`src/rtl/systolic_tile_loader.sv`:
```
// Fetches one N x N operand tile over a fixed-latency read port and
// reassembles it into a flat row-major register held stable after done.
module systolic_tile_loader #(
  parameter int unsigned N              = 4,
  parameter int unsigned DATA_WIDTH     = 16,
  parameter int unsigned BANKING_FACTOR = 1,
  parameter int unsigned ADDRESS_WIDTH  = 13,
  parameter int unsigned MEM_LATENCY    = 3
) (
  input  logic                                 clk,
  input  logic                                 rst,
  input  logic                                 start,
  input  logic [ADDRESS_WIDTH-1:0]             base_addr,
  output logic                                 busy,
  output logic                                 done,
  output logic [ADDRESS_WIDTH-1:0]             mem_req_addr,
  output logic                                 mem_read_en,
  input  logic [BANKING_FACTOR*DATA_WIDTH-1:0] mem_resp_data,
  output logic [N*N*DATA_WIDTH-1:0]            tile_out
);

  localparam int unsigned REQS  = N * N / BANKING_FACTOR;
  localparam int unsigned CNT_W = (REQS > 1) ? $clog2(REQS) : 1;

  typedef enum logic [1:0] {IDLE, ISSUE, DRAIN, DONE} state_t;

  state_t                   state, state_d;
  logic [CNT_W-1:0]         req_cnt, req_cnt_d;
  logic [CNT_W-1:0]         cap_cnt;
  logic [ADDRESS_WIDTH-1:0] addr_d;
  logic [MEM_LATENCY-1:0]   pipe;
  logic                     capture;
  logic                     load;

  // Tail of the in-flight pipe marks the cycle whose response is captured.
  assign capture = pipe[MEM_LATENCY-1];
  assign load    = ((state == IDLE) || (state == DONE)) && start;

  always_comb begin
    state_d   = state;
    req_cnt_d = req_cnt;
    addr_d    = mem_req_addr;
    case (state)
      IDLE, DONE: begin
        if (start) begin
          state_d   = ISSUE;
          req_cnt_d = '0;
          addr_d    = base_addr;
        end else begin
          state_d = IDLE;
        end
      end
      ISSUE: begin
        if (req_cnt == CNT_W'(REQS - 1)) begin
          state_d = DRAIN;
        end else begin
          req_cnt_d = req_cnt + CNT_W'(1);
          addr_d    = mem_req_addr + ADDRESS_WIDTH'(1);
        end
      end
      DRAIN: begin
        if (capture && (cap_cnt == CNT_W'(REQS - 1))) state_d = DONE;
      end
      default: state_d = IDLE;
    endcase
  end

  // State plus registered outputs, all decoded from the next state.
  always_ff @(posedge clk or posedge rst) begin
    if (rst) begin
      state        <= IDLE;
      req_cnt      <= '0;
      cap_cnt      <= '0;
      mem_req_addr <= '0;
      mem_read_en  <= 1'b0;
      busy         <= 1'b0;
      done         <= 1'b0;
    end else begin
      state        <= state_d;
      req_cnt      <= req_cnt_d;
      mem_req_addr <= addr_d;
      mem_read_en  <= (state_d == ISSUE);
      busy         <= (state_d == ISSUE) || (state_d == DRAIN);
      done         <= (state_d == DONE);
      if (load) begin
        cap_cnt <= '0;
      end else if (capture) begin
        cap_cnt <= cap_cnt + CNT_W'(1);
      end
    end
  end

  if (MEM_LATENCY > 1) begin : g_pipe_deep
    always_ff @(posedge clk or posedge rst) begin
      if (rst) pipe <= '0;
      else     pipe <= {pipe[MEM_LATENCY-2:0], mem_read_en};
    end
  end else begin : g_pipe_single
    always_ff @(posedge clk or posedge rst) begin
      if (rst) pipe <= '0;
      else     pipe <= mem_read_en;
    end
  end

  // Word k, lane b lands in element k*BANKING_FACTOR+b.
  always_ff @(posedge clk or posedge rst) begin
    if (rst) begin
      tile_out <= '0;
    end else if (capture) begin
      for (int b = 0; b < int'(BANKING_FACTOR); b++) begin
        tile_out[(int'(cap_cnt) * int'(BANKING_FACTOR) + b) * int'(DATA_WIDTH) +: DATA_WIDTH]
          <= mem_resp_data[b * int'(DATA_WIDTH) +: DATA_WIDTH];
      end
    end
  end

endmodule

```
`config.mk`:
```
export PLATFORM = sky130hd
export DESIGN_NAME = systolic_tile_loader
export DESIGN_NICKNAME = d
export VERILOG_FILES = /design/src/rtl/systolic_tile_loader.sv
export SDC_FILE = /design/constraint.sdc
export NUM_CORES = 1
export LEC_CHECK = 0
export ABC_AREA = 1
export BUFFER_PORTS_ARGS = -buffer_cell sky130_fd_sc_hd__buf_2
export CAP_MARGIN = 20
export CORE_MARGIN = 2
export CORE_UTILIZATION = 50
export CTS_BUF_LIST = sky130_fd_sc_hd__clkbuf_4 sky130_fd_sc_hd__clkbuf_8
export DETAILED_ROUTE_END_ITERATION = 10
export PLACE_DENSITY = 0.86
export SYNTH_ARGS = -nofsm -noshare
export SYNTH_HDL_FRONTEND = slang
export SYNTH_SLANG_ARGS = --single-unit
```
`constraint.sdc`:
```
create_clock -name clk -period 8.9 [get_ports clk]
set_clock_uncertainty 0.2 [all_clocks]
set_input_delay 1.335 -clock clk [delete_from_list [all_inputs] [get_ports clk]]
set_output_delay 1.335 -clock clk [all_outputs]
set_load 0.005 [all_outputs]
```
# Word level (Yosys, flattened, before mapping)

Index checks and enable logic that the tools add are counted.

Register bits after elaboration: 285
Input port bits: 32
Output and inout port bits: 272
Logic and storage cells: 47

Add/sub/neg operators: 4
Equal/unequal tests: 10
Shifts and indexed selects: 2
Mux-type cells: 13
Reductions and logical operators: 9

Operators by type and width:

| kind                                                     | number |
|---|---|
| bitwise mux 256 bit                                      | 1 |
| variable shift 16 x 33 -> 256 bit (first input constant) | 1 |
| variable part select 16 x 33 -> 256 bit                  | 1 |
| negation 8 -> 33 bit                                     | 1 |
| two-way mux 13 bit                                       | 2 |
| one-hot mux 13 bit (2 select lines)                      | 1 |
| two-way mux 4 bit                                        | 4 |
| adder 13 x 1 -> 13 bit (second input constant)           | 1 |
| adder 4 x 1 -> 4 bit (second input constant)             | 2 |
| == test 2 bit (second input constant)                    | 4 |
| == test 4 bit (second input constant)                    | 2 |
| one-hot mux 4 bit (2 select lines)                       | 1 |
| one-hot mux 2 bit (3 select lines)                       | 1 |
| == test 2 x 1 -> 1 bit (second input constant)           | 2 |
| two-way mux 2 bit                                        | 2 |
| inequality test 2 bit (second input constant)            | 2 |
| nonzero test 2 bit                                       | 2 |
| AND reduction 3 bit                                      | 1 |
| logical AND 1 bit                                        | 2 |
| logical NOT 2 bit                                        | 1 |
| logical OR 1 bit                                         | 2 |
| OR reduction 2 bit                                       | 1 |
| two-way mux 1 bit                                        | 1 |

# Logic depth before layout (Yosys ltp)

Gate-level depths: netlist of the first run.

Word-level depth: 6
Gate-level depth with buffers: 15
Mapped depth without buffers: 10

# Worst setup path before layout of the first run

OpenSTA, ideal clock, no wires.

Kind: flip-flop to flip-flop
Start point: reg cap_cnt[0]
End point: reg tile_out[32]
Library setup time: 0.067 ns
Data arrival time: 2.525 ns
Required time: 8.633 ns
Slack: 6.108 ns
Stages on the path, launching flop included: 16
Buffers on the path: 5
Clock period less this slack: 2.792 ns
Cell sequence: dfrtp_1 > clkbuf_1 > inv_1 > buf_2 > buf_1 > ha_1 > nand3_1 > nand2_2 > inv_1 > nand2_1 > buf_2 > inv_2 > nand3_2 > buf_2 > nand2_1 > nand2_1

Cells in the longest elaborated chain, start to end: 3
Elaborated cells between the ends (all ways): 4
Classes of those cells: add/sub (1); shift (2); mux (1)

RTL lines:

| item                                                                                         | RTL line | RTL |
|---|---|---|
| start, declared                                                                              | 29       | `logic [CNT_W-1:0] cap_cnt;` |
| start signal, assigned                                                                       | 88       | `cap_cnt <= cap_cnt + CNT_W'(1);` |
| negation 8 -> 33 bit (*)                                                                     | 112      | `<= mem_resp_data[b * int'(DATA_WIDTH) +: DATA_WIDTH];` |
| variable part select 16 x 33 -> 256 bit or variable shift 16 x 33 -> 256 bit (tied branches) | 111      | `tile_out[(int'(cap_cnt) * int'(BANKING_FACTOR) + b) * int'(DATA_WIDTH) +: DATA_WIDTH]` |
| bitwise mux 256 bit (*)                                                                      | 111      |  |
| end signal, assigned                                                                         | 108      | `tile_out <= '0;` |
| end, declared                                                                                | 19       | `output logic [N*N*DATA_WIDTH-1:0] tile_out` |

Mark *: on every way between the ends. The rest lies on a longest branch, timed or not.
A chain may end at the register's enable or synchronous reset.

# Worst setup path after layout of the first run

Start point: reg cap_cnt[0]
End point: reg tile_out[30]

The elaborated chain is that of the path after synthesis.

==> out/summary.json, run 1 <==
{
  "ys_async_sr_fraction": {"value": 100, "unit": "%"},
  "std_cell_rows": {"value": 57},
  "post_route_cells_drive_above_1_share": {"value": 24.2, "unit": "%"},
  "leakage": {"value": 7.55, "unit": "nW"},
  "route.detailed.wl_per_inst": {"value": 18.0, "unit": "um"},
  "postSynthNetCount": {"value": 1456},
  "fillerInstances": {"value": 2112},
  "clock_path_buffers": {"value": 3},
  "i_o_pin_count": {"value": 304},
  "arrival": {"value": 5.12, "unit": "ns"},
  "worst_skew_pair.late_latency": {"value": 0.57, "unit": "ns"},
  "layout.core_utilization": {"value": 61.4, "unit": "%"},
  "drt-total-wl": {"value": 36900, "unit": "um"},
  "hold_viol_final": {"value": 0},
  "yosys.area.top_type": {"value": "sky130_fd_sc_hd__dfrtp_1"},
  "post_synth_num_cell_types": {"value": 32},
  "maximum_number_of_pins_on_one_net_before_global_route_repair": {"value": 141},
  "synth-seq-cells": {"value": 285},
  "cts_root_buffer": {"value": "sky130_fd_sc_hd__clkbuf_8"},
  "syn_area": {"value": 0.0122, "unit": "mm^2"},
  "cts_hold_repair.buffers": {"value": 0},
  "grt_pass1_vias": {"value": 10500},
  "worst_ir_drop_vdd": {"value": 0.105, "unit": "mV"},
  "post_cts_resize_count": {"value": 0},
  "place_congestion": {"value": 0.909},
  "timing.hold.worst_path_depth": {"value": 0},
  "clkPwrFrac": {"value": 42.7, "unit": "%"},
  "drt_pre_antenna_iters": {"value": 6},
  "die_height": {"value": 160, "unit": "um"},
  "placed_area": {"value": 0.0138, "unit": "mm^2"},
  "power.share.switching": {"value": 24.2, "unit": "%"},
  "preCtsSetupSlack": {"value": 4.20, "unit": "ns"},
  "yosys-top-cells-count": {"value": "sky130_fd_sc_hd__nand2_1, sky130_fd_sc_hd__dfrtp_1, sky130_fd_sc_hd__o21ai_0"},
  "timing.rr.start": {"value": "cap_cnt[0]$_DFFE_PP0P_"},
  "antenna_found_initial": {"value": 3},
  "route.antenna.remaining_nets": {"value": 0},
  "grt_util_all_layers": {"value": 28.4, "unit": "%"},
  "pwr-share-comb": {"value": 6.2, "unit": "%"},
  "synth_seq_area_share": {"value": 58.5, "unit": "%"},
  "synth.most_common_cell": {"value": "sky130_fd_sc_hd__nand2_1"},
  "final.min_clock_period": {"value": 4.84, "unit": "ns"},
  "worst_setup_path_start_kind": {"value": "register"},
  "finalCritPeriodShare": {"value": 54.4, "unit": "%"},
  "area_of_the_die": {"value": 0.0256, "unit": "mm^2"},
  "stdcell_area": {"value": 0.0148, "unit": "mm^2"},
  "clkSlewWorstSetupHoldPaths": {"value": 0.06, "unit": "ns"},
  "layout_setup_ws": {"value": 4.06, "unit": "ns"},
  "reg2reg_slack": {"value": 4.06, "unit": "ns"},
  "clock-sinks": {"value": 285},
  "dominant_cells_by_area_after_synthesis": {"value": "sky130_fd_sc_hd__dfrtp_1, sky130_fd_sc_hd__nand2_1, sky130_fd_sc_hd__o21ai_0"},
  "stdcell_count": {"value": 2048},
  "final-max-slew-violation-count": {"value": 0},
  "internal_power": {"value": 0.00205, "unit": "W"},
  "vias": {"value": 11000},
  "setup_total_negative_slack": {"value": 0, "unit": "ns"},
  "postSynthCellCount": {"value": 1413},
  "drt_iter0_drc": {"value": 941},
  "syn_to_final_growth": {"value": 21.3, "unit": "%"},
  "detail_route.drc_violations": {"value": 0},
  "global_route_wire_length_before_repair": {"value": 57300, "unit": "um"},
  "avg_vias_per_cell": {"value": 5.38},
  "p_seq_share": {"value": 51.1, "unit": "%"},
  "htree_levels": {"value": 2},
  "design.final.nets": {"value": 1731},
  "post-place-cells": {"value": 1962},
  "postSynth.topFlopCell": {"value": "sky130_fd_sc_hd__dfrtp_1"},
  "postSynthAreaPerCell": {"value": 8.63, "unit": "um^2"},
  "timing.setup.critical_path_class": {"value": "reg -> reg"},
  "fp.coreArea": {"value": 0.0241, "unit": "mm^2"},
  "tritoncts_clock_tree": {"value": "done"},
  "tightest_slew": {"value": 1.07, "unit": "ns"},
  "horizontal_extent_of_the_die": {"value": 160, "unit": "um"},
  "cp_max_fo": {"value": 73},
  "synth_edf_count": {"value": 0},
  "cellPowerDensity": {"value": 183, "unit": "mW/mm^2"},
  "min_delay_startpoint": {"value": "pipe[0]$_DFF_PP0_"},
  "max-cap-violations": {"value": 0},
  "total_switching_power": {"value": 0.000653, "unit": "W"},
  "worstRegToRegCells": {"value": 8},
  "buffer_ports.inserted": {"value": 303},
  "setup.worst_path.end_class": {"value": "register"},
  "cts_setup_buffers": {"value": 0},
  "fmaxAchievable": {"value": 0.207, "unit": "GHz"},
  "cts-buffers-inserted": {"value": 47},
  "unrepaired_setup_endpoints_after_global_routing": {"value": "no"},
  "crit_start": {"value": "cap_cnt[0]$_DFFE_PP0P_"},
  "result_of_the_run": {"value": "completed"},
  "register_area": {"value": 0.00713, "unit": "mm^2"},
  "multi_input_logic_area": {"value": 0.00444, "unit": "mm^2"},
  "synth_top_area_share": {"value": 58.5, "unit": "%"},
  "min_path_type": {"value": "reg -> reg"},
  "initial_core_utilization": {"value": 50.6, "unit": "%"},
  "final-setup-viol-count": {"value": 0},
  "ys_warn_count": {"value": 0},
  "max-slew-margin-rel": {"value": 28.7, "unit": "%"},
  "timing.critical_path.required": {"value": 9.18, "unit": "ns"},
  "gr-total-overflow": {"value": 0},
  "detailed_place_hpwl": {"value": 25900, "unit": "um"}
}
[area by class of cell]
| class | instances | share of cell area (%) |
|---|---|---|
| inverters | 71 | 1.83 |
| repair buffers | 310 | 10.7 |
| flip-flops and latches | 285 | 48.2 |
| well taps | 324 | 2.74 |
| clock inverters | 11 | 0.457 |
| multi-input cells | 973 | 30.0 |
| diodes | 3 | 0.0508 |
| clock buffers | 71 | 5.97 |
[routing by layer]
metal	wire, um	global-route usage, %	up-vias
met4	1640	13.2	0
li1	-	-	5155
met1	15200	38.6	5216
met3	3130	6.88	110
met5	0	0	-
met2	16900	43.4	546
[critical path: stages, from the launching register on]
cell	delay (ns)
sky130_fd_sc_hd__dfrtp_1	0.59
sky130_fd_sc_hd__inv_1	0.88
sky130_fd_sc_hd__ha_1	0.45
sky130_fd_sc_hd__xnor2_4	0.14
sky130_fd_sc_hd__buf_4	0.63
sky130_fd_sc_hd__nand2_1	0.60
sky130_fd_sc_hd__nor2_2	0.97
sky130_fd_sc_hd__nor2_1	0.09
sky130_fd_sc_hd__a21oi_1	0.16
[path summary, 6_finish.rpt]
kind                                             end
setup / recovery            tile_out[30]$_DFFE_PP0P_
hold / removal                     pipe[1]$_DFF_PP0_
setup reg to reg            tile_out[30]$_DFFE_PP0P_
hold reg to reg                    pipe[1]$_DFF_PP0_
max in group asynchronous  tile_out[181]$_DFFE_PP0P_
min in group asynchronous  tile_out[120]$_DFFE_PP0P_
[per-stage QoR]
stage / hold slack [ns] / power, W
final: 0.156 / 0.00270
after CTS: 0.156 / 0.00273
after global routing: 0.164 / 0.00281
after detailed placement: 0.141 / 0.00157
after floorplan: 0.131 / 0.00147
after global placement: 0.135 / 0.00157
[cell usage in the layout, fill, tap and decap left out, types with 3 or more instances in the layout]
master and instances:
sky130_fd_sc_hd__nand3_2 3, sky130_fd_sc_hd__nand4_1 68, sky130_fd_sc_hd__nand2_1 470, sky130_fd_sc_hd__o21ai_0 135, sky130_fd_sc_hd__clkbuf_4 15, sky130_fd_sc_hd__nand3_1 60, sky130_fd_sc_hd__clkinv_2 8, sky130_fd_sc_hd__xor2_1 4
sky130_fd_sc_hd__nor2_1 114, sky130_fd_sc_hd__ha_1 11, sky130_fd_sc_hd__inv_1 65, sky130_fd_sc_hd__buf_2 303, sky130_fd_sc_hd__clkbuf_8 56, sky130_fd_sc_hd__nor2_4 5, sky130_fd_sc_hd__inv_2 5, sky130_fd_sc_hd__nor3_1 32
sky130_fd_sc_hd__nand2_2 4, sky130_fd_sc_hd__o21ai_1 16, sky130_fd_sc_hd__nor2_2 4, sky130_fd_sc_hd__a21oi_1 32, sky130_fd_sc_hd__dfrtp_1 285, sky130_fd_sc_hd__diode_2 3, sky130_fd_sc_hd__buf_4 6
[state kept, by name, indices dropped and copies added, names as in the netlist, 2 cells and up]
register and flops:
tile_out 256, state 2, cap_cnt 4, mem_req_addr 13, pipe 3, req_cnt 4
[power groups by stage]
stage / Combinational, W / Clock [W] / Sequential, W
2_1_floorplan: 0.0000686 / 0 / 0.00140
3_3_place_gp: 0.000164 / 0 / 0.00140
3_5_place_dp: 0.000170 / 0 / 0.00140
6_report: 0.000168 / 0.00115 / 0.00138
5_1_grt: 0.000189 / 0.00123 / 0.00139
4_1_cts: 0.000170 / 0.00118 / 0.00138
[cell families after synthesis]
group / synth area share, %
compound gates: 8.10
buf+inv: 5.08
fa+ha+maj: 1.13
simple gates: 26.5
xor+xnor: 0.657
flops: 58.5
(Power assumes the default switching activity.)
==> inputs of run 2 (changes only) <==
--- a/config.mk
+++ b/config.mk
@@ -9,10 +9,10 @@
 export BUFFER_PORTS_ARGS = -buffer_cell sky130_fd_sc_hd__buf_2
 export CAP_MARGIN = 20
 export CORE_MARGIN = 2
-export CORE_UTILIZATION = 50
+export CORE_UTILIZATION = 55
 export CTS_BUF_LIST = sky130_fd_sc_hd__clkbuf_4 sky130_fd_sc_hd__clkbuf_8
 export DETAILED_ROUTE_END_ITERATION = 10
-export PLACE_DENSITY = 0.86
+export PLACE_DENSITY = 0.89
 export SYNTH_ARGS = -nofsm -noshare
 export SYNTH_HDL_FRONTEND = slang
 export SYNTH_SLANG_ARGS = --single-unit
==> constraint.sdc (replaced) <==
create_clock -name clk -period 4.9 [get_ports clk]
set_clock_uncertainty 0.2 [all_clocks]
set_input_delay 0.735 -clock clk [delete_from_list [all_inputs] [get_ports clk]]
set_output_delay 0.735 -clock clk [all_outputs]
set_load 0.005 [all_outputs]
==> out/summary.json, run 2 (same netlist as run 1, synthesis figures left out) <==
{
  "unrepaired_setup_endpoints_after_global_routing": {"value": "no"},
  "final_common_cell": {"value": "sky130_fd_sc_hd__nand2_1"},
  "power.share.switching": {"value": 23.5, "unit": "%", "change": "-0.63 points"},
  "buffer_ports.inserted": {"value": 303, "change": "unchanged"},
  "fp.coreArea": {"value": 0.0218, "unit": "mm^2", "change": "-9.7%"},
  "result_of_the_run": {"value": "completed"},
  "drt-total-wl": {"value": 36100, "unit": "um", "change": "-2.0%"},
  "cellPowerDensity": {"value": 332, "unit": "mW/mm^2", "change": "+82%"},
  "clock_path_buffers": {"value": 3, "change": "unchanged"},
  "worstRegToRegCells": {"value": 7, "change": "-1"},
  "cts-buffers-inserted": {"value": 45, "change": "-4.3%"},
  "post_route_cells_drive_above_1_share": {"value": 24.2, "unit": "%", "change": "-0.044 points"},
  "detailed_place_hpwl": {"value": 25300, "unit": "um", "change": "-2.3%"},
  "route.top_layer_used": {"value": "met4"},
  "detail_route.drc_violations": {"value": 0, "change": "unchanged"},
  "grt_pass1_vias": {"value": 10600, "change": "+0.90%"},
  "hold_viol_final": {"value": 0, "change": "unchanged"},
  "setup_total_negative_slack": {"value": 0, "unit": "ns", "change": "unchanged"},
  "min_path_type": {"value": "reg -> reg"},
  "clock-sinks": {"value": 285, "change": "unchanged"},
  "drt-met1-wl": {"value": 14600, "unit": "um", "change": "-3.9%"},
  "die_height": {"value": 153, "unit": "um", "change": "-4.5%"},
  "multi_input_logic_area": {"value": 0.00444, "unit": "mm^2", "change": "unchanged"},
  "largest-register": {"value": "tile_out"},
  "fillerInstances": {"value": 1740, "change": "-18%"},
  "route.detailed.wl_per_inst": {"value": 18.0, "unit": "um", "change": "+0.12%"},
  "syn_to_final_growth": {"value": 21.3, "unit": "%", "change": "about the same"},
  "maximum_number_of_pins_on_one_net_before_global_route_repair": {"value": 105, "change": "-26%"},
  "timing.setup.critical_path_class": {"value": "reg -> reg"},
  "design.final.nets": {"value": 1732, "change": "+0.058%"},
  "area_of_the_die": {"value": 0.0234, "unit": "mm^2", "change": "-8.9%"},
  "antenna_found_initial": {"value": 4, "change": "+1"},
  "route.antenna.remaining_nets": {"value": 0, "change": "unchanged"},
  "reg2reg_slack": {"value": 1.14, "unit": "ns", "change": "-2.92 ns"},
  "htree_levels": {"value": 2, "change": "unchanged"},
  "worst_skew_pair.late_latency": {"value": 0.55, "unit": "ns", "change": "-0.02 ns"},
  "crit_start": {"value": "cap_cnt[0]$_DFFE_PP0P_"},
  "leakage": {"value": 7.56, "unit": "nW", "change": "+0.14%"},
  "cts_root_buffer": {"value": "sky130_fd_sc_hd__clkbuf_8"},
  "finalCritPeriodShare": {"value": 76.8, "unit": "%", "change": "+22 points"},
  "vias": {"value": 11300, "change": "+2.3%"},
  "met3WireLength": {"value": 3230, "unit": "um", "change": "+3.1%"},
  "global_route_wire_length_before_repair": {"value": 57200, "unit": "um", "change": "-0.25%"},
  "setup.worst_path.end_class": {"value": "register"},
  "final-setup-viol-count": {"value": 0, "change": "unchanged"},
  "gr-total-overflow": {"value": 0, "change": "unchanged"},
  "register_area": {"value": 0.00713, "unit": "mm^2", "change": "unchanged"},
  "largest_reg_flops": {"value": 256, "change": "unchanged"},
  "cts_setup_buffers": {"value": 0, "change": "unchanged"},
  "cts_hold_repair.buffers": {"value": 0, "change": "unchanged"},
  "arrival": {"value": 3.95, "unit": "ns", "change": "-1.17 ns"},
  "dr_wl_met2": {"value": 16600, "unit": "um", "change": "-1.7%"},
  "min_delay_startpoint": {"value": "pipe[1]$_DFF_PP0_"},
  "pwr-share-comb": {"value": 6.2, "unit": "%", "change": "about the same"},
  "max-slew-margin-rel": {"value": 34.7, "unit": "%", "change": "+6.1 points"},
  "worst_ir_drop_vdd": {"value": 0.187, "unit": "mV", "change": "+78%"},
  "drt_iter0_drc": {"value": 952, "change": "+1.2%"},
  "tightest_slew": {"value": 0.977, "unit": "ns", "change": "-0.0919 ns"},
  "i_o_pin_count": {"value": 304, "change": "unchanged"},
  "final.min_clock_period": {"value": 3.76, "unit": "ns", "change": "-1.08 ns"},
  "most-common-layout-cells": {"value": "sky130_fd_sc_hd__nand2_1, sky130_fd_sc_hd__buf_2, sky130_fd_sc_hd__dfrtp_1, sky130_fd_sc_hd__o21ai_0, sky130_fd_sc_hd__nor2_1"},
  "grt_util_all_layers": {"value": 30.5, "unit": "%", "change": "+2.1 points"},
  "reg.largest.list": {"value": "tile_out: 256 flops, mem_req_addr: 13 flops"},
  "post_cts_resize_count": {"value": 0, "change": "unchanged"},
  "max-cap-violations": {"value": 0, "change": "unchanged"},
  "endpoint": {"value": "tile_out[239]$_DFFE_PP0P_"},
  "timing.rr.start": {"value": "cap_cnt[0]$_DFFE_PP0P_"},
  "reg2reg_to": {"value": "tile_out[239]$_DFFE_PP0P_"},
  "initial_core_utilization": {"value": 56.0, "unit": "%", "change": "+5.5 points"},
  "place_congestion": {"value": 0.927, "change": "+2.0%"},
  "timing.critical_path.required": {"value": 5.09, "unit": "ns", "change": "-4.09 ns"},
  "clkSlewWorstSetupHoldPaths": {"value": 0.06, "unit": "ns", "change": "about the same"},
  "timing.hold.ws": {"value": 0.148, "unit": "ns", "change": "-0.00781 ns"},
  "final-max-slew-violation-count": {"value": 0, "change": "unchanged"},
  "tritoncts_clock_tree": {"value": "done"},
  "total_switching_power": {"value": 0.00116, "unit": "W", "change": "+77%"},
  "drt_pre_antenna_iters": {"value": 8, "change": "+2"},
  "cp_max_fo": {"value": 36, "change": "-51%"},
  "p_seq_share": {"value": 51.2, "unit": "%", "change": "about the same"},
  "avg_vias_per_cell": {"value": 5.63, "change": "+4.6%"},
  "fmaxAchievable": {"value": 0.266, "unit": "GHz", "change": "+29%"},
  "std_cell_rows": {"value": 54, "change": "-5.3%"},
  "horizontal_extent_of_the_die": {"value": 153, "unit": "um", "change": "-4.5%"},
  "internal_power": {"value": 0.00376, "unit": "W", "change": "+83%"},
  "clkPwrFrac": {"value": 42.6, "unit": "%", "change": "about the same"},
  "worst_setup_path_start_kind": {"value": "register"}
}
run 2: layer usage:
| metal | global-route usage (%) | vias up |
|---|---|---|
| li1 | - | 5156 |
| met3 | 7.49 | 118 |
| met5 | 0 | - |
| met1 | 41.5 | 5409 |
| met4 | 14.4 | 0 |
| met2 | 46.6 | 601 |
run 2: layout make-up:
class,instances,area share [%]
Inverter,71,1.83
Antenna cell,4,0.0677
Timing Repair Buffer,313,11.1
Sequential cell,285,48.2
Tap cell,280,2.37
Clock buffer,75,6.26
Multi-Input combinational cell,973,30.0
Clock inverter,3,0.135
run 2: power groups by stage:
stage / logic, W / registers [W] / clock network, W
after global placement: 0.000296 / 0.00255 / 0
final: 0.000305 / 0.00251 / 0.00209
after floorplan: 0.000125 / 0.00255 / 0
after detailed placement: 0.000306 / 0.00255 / 0
after global routing: 0.000344 / 0.00252 / 0.00222
after CTS: 0.000308 / 0.00251 / 0.00212
run 2: critical path: stages (launching register included):
cell and delay, ns:
sky130_fd_sc_hd__dfrtp_1 0.74, sky130_fd_sc_hd__inv_1 0.16, sky130_fd_sc_hd__ha_1 0.34, sky130_fd_sc_hd__inv_1 0.29, sky130_fd_sc_hd__nor2_4 0.71, sky130_fd_sc_hd__nand2_1 0.73, sky130_fd_sc_hd__nand2_1 0.30, sky130_fd_sc_hd__o21ai_0 0.12
run 2: how the worst min path moves through the flow:
stage	endpoint	depth (start not counted)
floorplan	pipe[1]$_DFF_PP0_	0
global placement	pipe[1]$_DFF_PP0_	0
detailed placement	pipe[2]$_DFF_PP0_	0
CTS	pipe[2]$_DFF_PP0_	0
global route	pipe[1]$_DFF_PP0_	0
finish	pipe[2]$_DFF_PP0_	0
run 2: stage by stage:
stage	cells	area [um^2]	setup slack [ns]	total power, W	util, %
after floorplan	1413	12200	0.188	0.00268	-
after global placement	1920	13800	1.48	0.00285	63.5
after detailed placement	1920	13800	1.32	0.00286	63.5
after CTS	1998	14800	1.24	0.00494	67.8
after global routing	2004	14800	0.859	0.00508	68.0
final	2004	14800	1.14	0.00491	68.0
